--- src/rtl/mod_n_down_counter_if.sv ---
// Bus bundle for mod_n_down_counter: control/load inputs toward the counter,
// count, terminal-count and borrow back from it.
interface mod_n_down_counter_if #(
  parameter int W = 3
);
  logic         en;
  logic         load;
  logic [W-1:0] load_val;
  logic [W-1:0] y;
  logic         tc;
  logic         borrow;

  // Control inputs carry no valid/ready handshake: en and load are sampled
  // on every rising clk edge, and y/tc/borrow are valid continuously after
  // the first reset.
  modport master (
    output en, load, load_val,
    input  y, tc, borrow
  );

  modport slave (
    input  en, load, load_val,
    output y, tc, borrow
  );
endinterface

--- src/rtl/mod_n_down_counter.sv ---
// Synchronous modulo-MOD down counter with enable, clamped parallel load
// and a borrow output meant to drive the enable of a cascaded stage.
module mod_n_down_counter #(
  parameter int MOD = 7,
  parameter int W   = 3
) (
  input  logic                  clk,
  input  logic                  reset,
  mod_n_down_counter_if.slave   bus
);
  localparam logic [W-1:0] MaxVal = W'(MOD - 1);

  logic [W-1:0] y_d;
  logic [W-1:0] y_q;

  // Loads above MOD-1 clamp so unused codes are never entered.
  always_comb begin
    y_d = y_q;
    if (bus.load) begin
      y_d = (bus.load_val > MaxVal) ? MaxVal : bus.load_val;
    end else if (bus.en) begin
      y_d = (y_q == '0) ? MaxVal : (y_q - 1'b1);
    end
  end

  always_ff @(posedge clk) begin
    if (reset) begin
      y_q <= MaxVal;
    end else begin
      y_q <= y_d;
    end
  end

  assign bus.y      = y_q;
  assign bus.tc     = (y_q == '0);
  assign bus.borrow = bus.en & bus.tc & ~bus.load;
endmodule

--- src/flat_wrapper.sv ---
// flat-port wrapper written by rule: the top's interface ports become plain ports
module mod_n_down_counter_flat 
#(
  parameter int MOD = 7,
  parameter int W   = 3
)
  (clk, reset, bus_en, bus_load, bus_load_val, bus_y, bus_tc, bus_borrow);
  mod_n_down_counter_if #(.W(W)) bus_i ();
  input  logic clk;
  input  logic reset;
  input wire logic [$bits(bus_i.en)-1:0] bus_en;
  input wire logic [$bits(bus_i.load)-1:0] bus_load;
  input wire logic [$bits(bus_i.load_val)-1:0] bus_load_val;
  output wire logic [$bits(bus_i.y)-1:0] bus_y;
  output wire logic [$bits(bus_i.tc)-1:0] bus_tc;
  output wire logic [$bits(bus_i.borrow)-1:0] bus_borrow;
  assign bus_i.en = bus_en;
  assign bus_i.load = bus_load;
  assign bus_i.load_val = bus_load_val;
  assign bus_y = bus_i.y;
  assign bus_tc = bus_i.tc;
  assign bus_borrow = bus_i.borrow;
  mod_n_down_counter #(.MOD(MOD), .W(W)) u_core (.clk(clk), .reset(reset), .bus(bus_i));
endmodule
--- config.mk ---
export PLATFORM = sky130hd
export DESIGN_NAME = mod_n_down_counter_flat
export DESIGN_NICKNAME = d
export VERILOG_FILES = /design/src/rtl/mod_n_down_counter_if.sv /design/src/rtl/mod_n_down_counter.sv /design/src/flat_wrapper.sv
export SDC_FILE = /design/constraint.sdc
export NUM_CORES = 1
export LEC_CHECK = 0
export CAP_MARGIN = 40
export CORE_AREA = 2 2 39 41
export CTS_CLUSTER_DIAMETER = 80
export CTS_CLUSTER_SIZE = 10
export DETAILED_ROUTE_END_ITERATION = 7
export DIE_AREA = 0 0 41 43
export SLEW_MARGIN = 5
export SYNTH_ARGS = -nofsm -noshare
export SYNTH_HDL_FRONTEND = slang
export SYNTH_SLANG_ARGS = --single-unit
--- constraint.sdc ---
create_clock -name clk -period 1.62 [get_ports clk]
set_input_delay 0.243 -clock clk [delete_from_list [all_inputs] [get_ports clk]]
set_output_delay 0.243 -clock clk [all_outputs]
set_load 0.01 [all_outputs]
==> flow_metrics.tcl, run 1 <==
set metrics [dict create \
    status "finished clean" \
    cp_max_fo 2 \
    arrival_ps 1290 \
    synth_edf_count 0 \
    syn_nets 32 \
    required_ps 1380 \
    max_stage_delay_ps 320 \
    setup_viol 0 \
    drt_first_pass_iters 2 \
    crit_slowest_cell "dfxtp_1" \
    viasPerCell 3.84 \
    hold_viol 0 \
    ys.flop_type "dfxtp_1" \
    die-height_um 43 \
    start_util_pct 13.8 \
    final_layout_size_suffix_gt1_share_pct 34.8 \
    period_share_pct 94.4 \
    drtIter0Drc 2 \
    cts_tree "built" \
    power.density_nw_per_um2 718 \
    n_fill_cell 163 \
    grt_pass1_wl_um 828 \
    die_x_um 41 \
    reg2reg_setup_slack_ps 150 \
    area_delta_synth_final_pct 117 \
    num_vias 238 \
    grt_max_degree 7 \
    tightest_slew_ps 227 \
    max_slew_margin_pct 84.8 \
    coreArea_um2 1380 \
    wl_um 494 \
    dpl.cell_count 58 \
    grt_usage_pct 7.11 \
    reg2reg_to "u_core.bus.y[0]" \
    num_rows 14 \
    clock_latency_ps 230 \
    final_cells 62 \
    reg2reg_depth 6 \
    antenna_found_initial 0 \
    gp_congestion 0.621 \
    fin_nets 56 \
    dp.final_hpwl_um 408 \
    hold_class "in2reg" \
    ys_types 16 \
    crit_type "reg2out" \
    largest_reg_flops 3 \
    synth_async_sr_flop_share_pct 0 \
    numCtsBuffers 3 \
    clk_path_buf_depth 2 \
    clock-sinks 3 \
    ant_nets 0 \
    syn_area_um2 191 \
    end_kind "primary output" \
    grt-ovfl-total 0 \
    die-area_um2 1760 \
    ctsHoldBuffers 0 \
    seqCellArea_um2 60.1 \
    synth.avg_cell_area_um2 8.32 \
    critPathCapture "bus_tc" \
    leakagePower_uw 0.000187 \
    multi_input_area_um2 133 \
    maxSlewViolCount 0 \
    ys_ff_latch 3 \
    fin_crit_ps 1530 \
    route.detailed.drc 0 \
    fin_skew_ps 3.08 \
    cp_cell_sequence "inv_1 > ha_1 > nor2b_4 > buf_4 > clkdlybuf4s15_1" \
    r2r-start "u_core.bus.y[0]" \
    cts_max_level 1 \
    rsz0062_at_grt "no" \
    clkTransAtPathRegs_ps 40 \
    setup_tns_ps 0 \
    vdd_drop_max_mv 0.312 \
    root_buffer "clkbuf_4" \
    syn_inst 23 \
    hold_depth 3 \
    pin_count 12 \
    cap_violations 0 \
    ys_seq_area_share_pct 31.4 \
    grt_pass1_vias 227 \
    crit_start "u_core.bus.y[0]" \
    wl_per_cell_um 7.97 \
    yosys_warnings 0 \
    critical_path.startpoint_type "flip-flop" \
    max_freq_mhz 654 \
    n_antenna_cell 0 \
    io_buffer_count 11 \
]
==> logic make-up after synthesis <==
| family | share of synthesized area, % |
|---|---|
| compound gates | 30.7 |
| simple gates | 19.0 |
| buf+inv | 5.88 |
| flops | 31.4 |
| fa+ha+maj | 13.1 |
==> critical path: cells and delay by family, from the launching register on <==
family / cells / cell delay, ps
buffers and inverters: 3 / 410
and+or+nand+nor: 1 / 130
DFF: 1 / 320
adders and majority gates: 1 / 200
==> layout by cell type (no fill, tap or decap), types with 2 or more instances in the layout <==
| cell type | count |
|---|---|
| o21ai_0 | 2 |
| dfxtp_1 | 3 |
| nand2_1 | 2 |
| clkbuf_4 | 3 |
| clkdlybuf4s50_1 | 9 |
| inv_1 | 2 |
| buf_4 | 8 |
| a21oi_1 | 2 |
| ha_1 | 2 |
==> repair_timing <==
item | CTS | global route
endpoints found under the hold margin | 0 | 0
endpoints found under the setup margin | 2 | 2
buffers inserted | 0 | 0
resized for setup | 7 | 2
==> report_power, final <==
group | switching, uW | total (uW) | internal [uW]
Sequential | 4.49 | 85.0 | 80.5
Clock | 36.2 | 128 | 92.1
Combinational | 31.1 | 84.9 | 53.8
==> routing by layer <==
metal  global-route usage [%]  vias to the layer above  share of wire (%)
met4                     8.00                        0                  0
met1                     8.31                      100                 44
met5                        0                        -                  0
met2                     9.06                        9                 47
met3                     2.09                        0                8.7
li1                         -                      129                  -
==> per-stage QoR <==
step	power, uW	instance area, um^2	util (%)	setup WS, ps	hold slack (ps)
5_1_grt	320	415	30.0	10.3	597
4_1_cts	307	417	30.1	26.7	568
2_1_floorplan	114	191	-	172	309
3_5_place_dp	169	382	27.6	-146	599
6_report	298	415	30.0	90.6	580
3_3_place_gp	169	382	27.6	-157	603
==> area by class of cell <==
cell class	count	share of cell area [%]
repair buffers	19	39.8
inverters	3	2.71
well taps	16	4.82
flip-flops and latches	3	14.5
clock buffers	4	6.33
multi-input cells	17	31.9
==> how the worst min path moves through the flow <==
stage | startpoint | to | slack, ps
5_1_grt | bus_load_val[0] | u_core.bus.y[0] | 600
6_report | bus_load_val[0] | u_core.bus.y[0] | 580
4_1_cts | bus_load_val[0] | u_core.bus.y[0] | 570
3_3_place_gp | u_core.bus.y[2] | u_core.bus.y[2] | 600
3_5_place_dp | u_core.bus.y[2] | u_core.bus.y[2] | 600
2_1_floorplan | reset | u_core.bus.y[0] | 310
==> synthesized netlist by cell type (all sizes together) (2+ instances only) <==
master  instances  share of area (%)
dfxtp           3                 31
inv             3                5.9
a21oi           2                5.2
ha              2                 13
nand2           2                3.9
o21ai           2                5.2
No activity file was read; power rests on OpenSTA's default activity.
==> run 2: changes to the inputs <==
--- a/config.mk
+++ b/config.mk
@@ -11,6 +11,7 @@
 export CTS_CLUSTER_SIZE = 10
 export DETAILED_ROUTE_END_ITERATION = 7
 export DIE_AREA = 0 0 41 43
+export PLACE_DENSITY = 0.48
 export SLEW_MARGIN = 5
 export SYNTH_ARGS = -nofsm -noshare
 export SYNTH_HDL_FRONTEND = slang
==> flow_metrics.tcl, run 2 (synthesis gave the netlist of run 1 again) <==
set metrics [dict create \
    cts_max_level 1 \
    grt-ovfl-total 0 \
    clock-sinks 3 \
    pre_cts_slack_ps -166 \
    maxSlewViolCount 0 \
    drt_first_pass_iters 1 \
    ant_nets 0 \
    die_x_um 41 \
    leakagePower_uw 0.000191 \
    hold_viol 0 \
    vdd_drop_max_mv 0.336 \
    grt_pass1_wl_um 862 \
    combPwrFrac_pct 28.7 \
    arrival_ps 1640 \
    area_delta_synth_final_pct 116 \
    io_buffer_count 11 \
    clkTransAtPathRegs_ps 40 \
    start_util_pct 13.8 \
    viasPerCell 3.70 \
    numCtsBuffers 3 \
    crit_type "reg2reg" \
    grt_pass1_vias 236 \
    route.detailed.drc 0 \
    critical_path.startpoint_type "flip-flop" \
    ctsHoldBuffers 0 \
    end_kind "flip-flop" \
    final_cell_mix "clkdlybuf4s50_1, buf_4, clkbuf_4, dfxtp_1" \
    n_antenna_cell 0 \
    grt_max_degree 7 \
    num_vias 233 \
    max_freq_mhz 669 \
    layout_setup_ws_ps 125 \
    die-area_um2 1760 \
    final_layout_size_suffix_gt1_share_pct 38.3 \
    n_fill_cell 162 \
    wl_um 511 \
    cp_max_fo 2 \
    dp.final_hpwl_um 443 \
    p_seq_share_pct 28.1 \
    cap_violations 0 \
    p_clk_share_pct 43.2 \
    final_util_pct 29.8 \
    switching_share_pct 24.3 \
    hold_class "in2reg" \
    setup_viol 0 \
    gp_congestion 0.677 \
    fin_nets 57 \
    drtIter0Drc 0 \
    tightest_slew_ps 206 \
    post_cts_buffers 0 \
    pin_count 12 \
    clock_latency_ps 230 \
    rsz0062_at_grt "no" \
    wl_per_cell_um 8.11 \
    root_buffer "clkbuf_4" \
    period_share_pct 92.3 \
    die-height_um 43 \
    power.density_nw_per_um2 728 \
    setup_tns_ps 0 \
    status "finished clean" \
    max_slew_margin_pct 86.2 \
    cts_tree "built" \
    fin_crit_ps 1500 \
    antenna_found_initial 0 \
    required_ps 1770 \
    total_power_uw 300 \
    power.switching_uw 73.0 \
    clk_path_buf_depth 2 \
    p_int_uw 227 \
    num_rows 14 \
    largest_reg_flops 3 \
    dpl_cell_area_um2 389 \
    final_area_um2 413 \
    grt_usage_pct 8.01 \
    fin_skew_ps 0.449 \
    coreArea_um2 1380 \
]
-- run 2: cell types whose count changed in the layout (fill, tap and decap cells not counted) --
cell             change
buf_4                +1
nor2b_2              +1
nor2b_4              -1
clkbuf_2             +1
clkdlybuf4s15_1      -1
-- run 2: stage by stage --
stage          hold slack (ps)  cells
2_1_floorplan              309     23
3_3_place_gp               608     59
3_5_place_dp               621     59
4_1_cts                    572     63
5_1_grt                    611     63
6_report                   580     63
-- run 2: power groups by stage --
stage	combinational [uW]	clock, uW	sequential [uW]
floorplan	24.6	0	88.9
global placement	87.5	0	85.3
detailed placement	87.2	0	85.3
CTS	88.2	138	84.4
global route	95.6	137	85.1
finish	86.1	130	84.5
-- run 2: layer usage --
layer,up-vias,GRT usage (%),part of all wire [%]
li1,132,-,-
met1,94,8.28,41
met2,7,11.3,53
met3,0,1.57,5.5
met4,0,10.0,0
met5,-,0,0
-- run 2: path summary, 6_finish.rpt --
kind	cells after the start	end	start	slack, ps
hold / removal	3	u_core.bus.y[0]	bus_load_val[0]	580
setup reg to reg	6	u_core.bus.y[0]	u_core.bus.y[0]	120
setup / recovery	6	u_core.bus.y[0]	u_core.bus.y[0]	120
hold reg to reg	2	u_core.bus.y[2]	u_core.bus.y[2]	620
-- run 2: layout make-up --
class	count	area (um^2)	share of cell area (%)
Clock buffer	4	26.3	6.36
Inverter	3	11.3	2.73
Multi-Input combinational cell	17	128	30.9
Sequential cell	3	60.1	14.5
Tap cell	16	20.0	4.85
Timing Repair Buffer	20	168	40.6
-- run 2: critical path, stage by stage, from the launching register on --
cell	delay, ps
dfxtp_1	320
inv_1	60
ha_1	200
nor2b_2	160
buf_4	130
or3_1	320
a221oi_2	230
-- run 2: repair_timing --
| item | in CTS | in global routing |
|---|---|---|
| resized for setup | 7 | 2 |
| endpoints found under the setup margin | 2 | 2 |
| gates cloned | 0 | 0 |
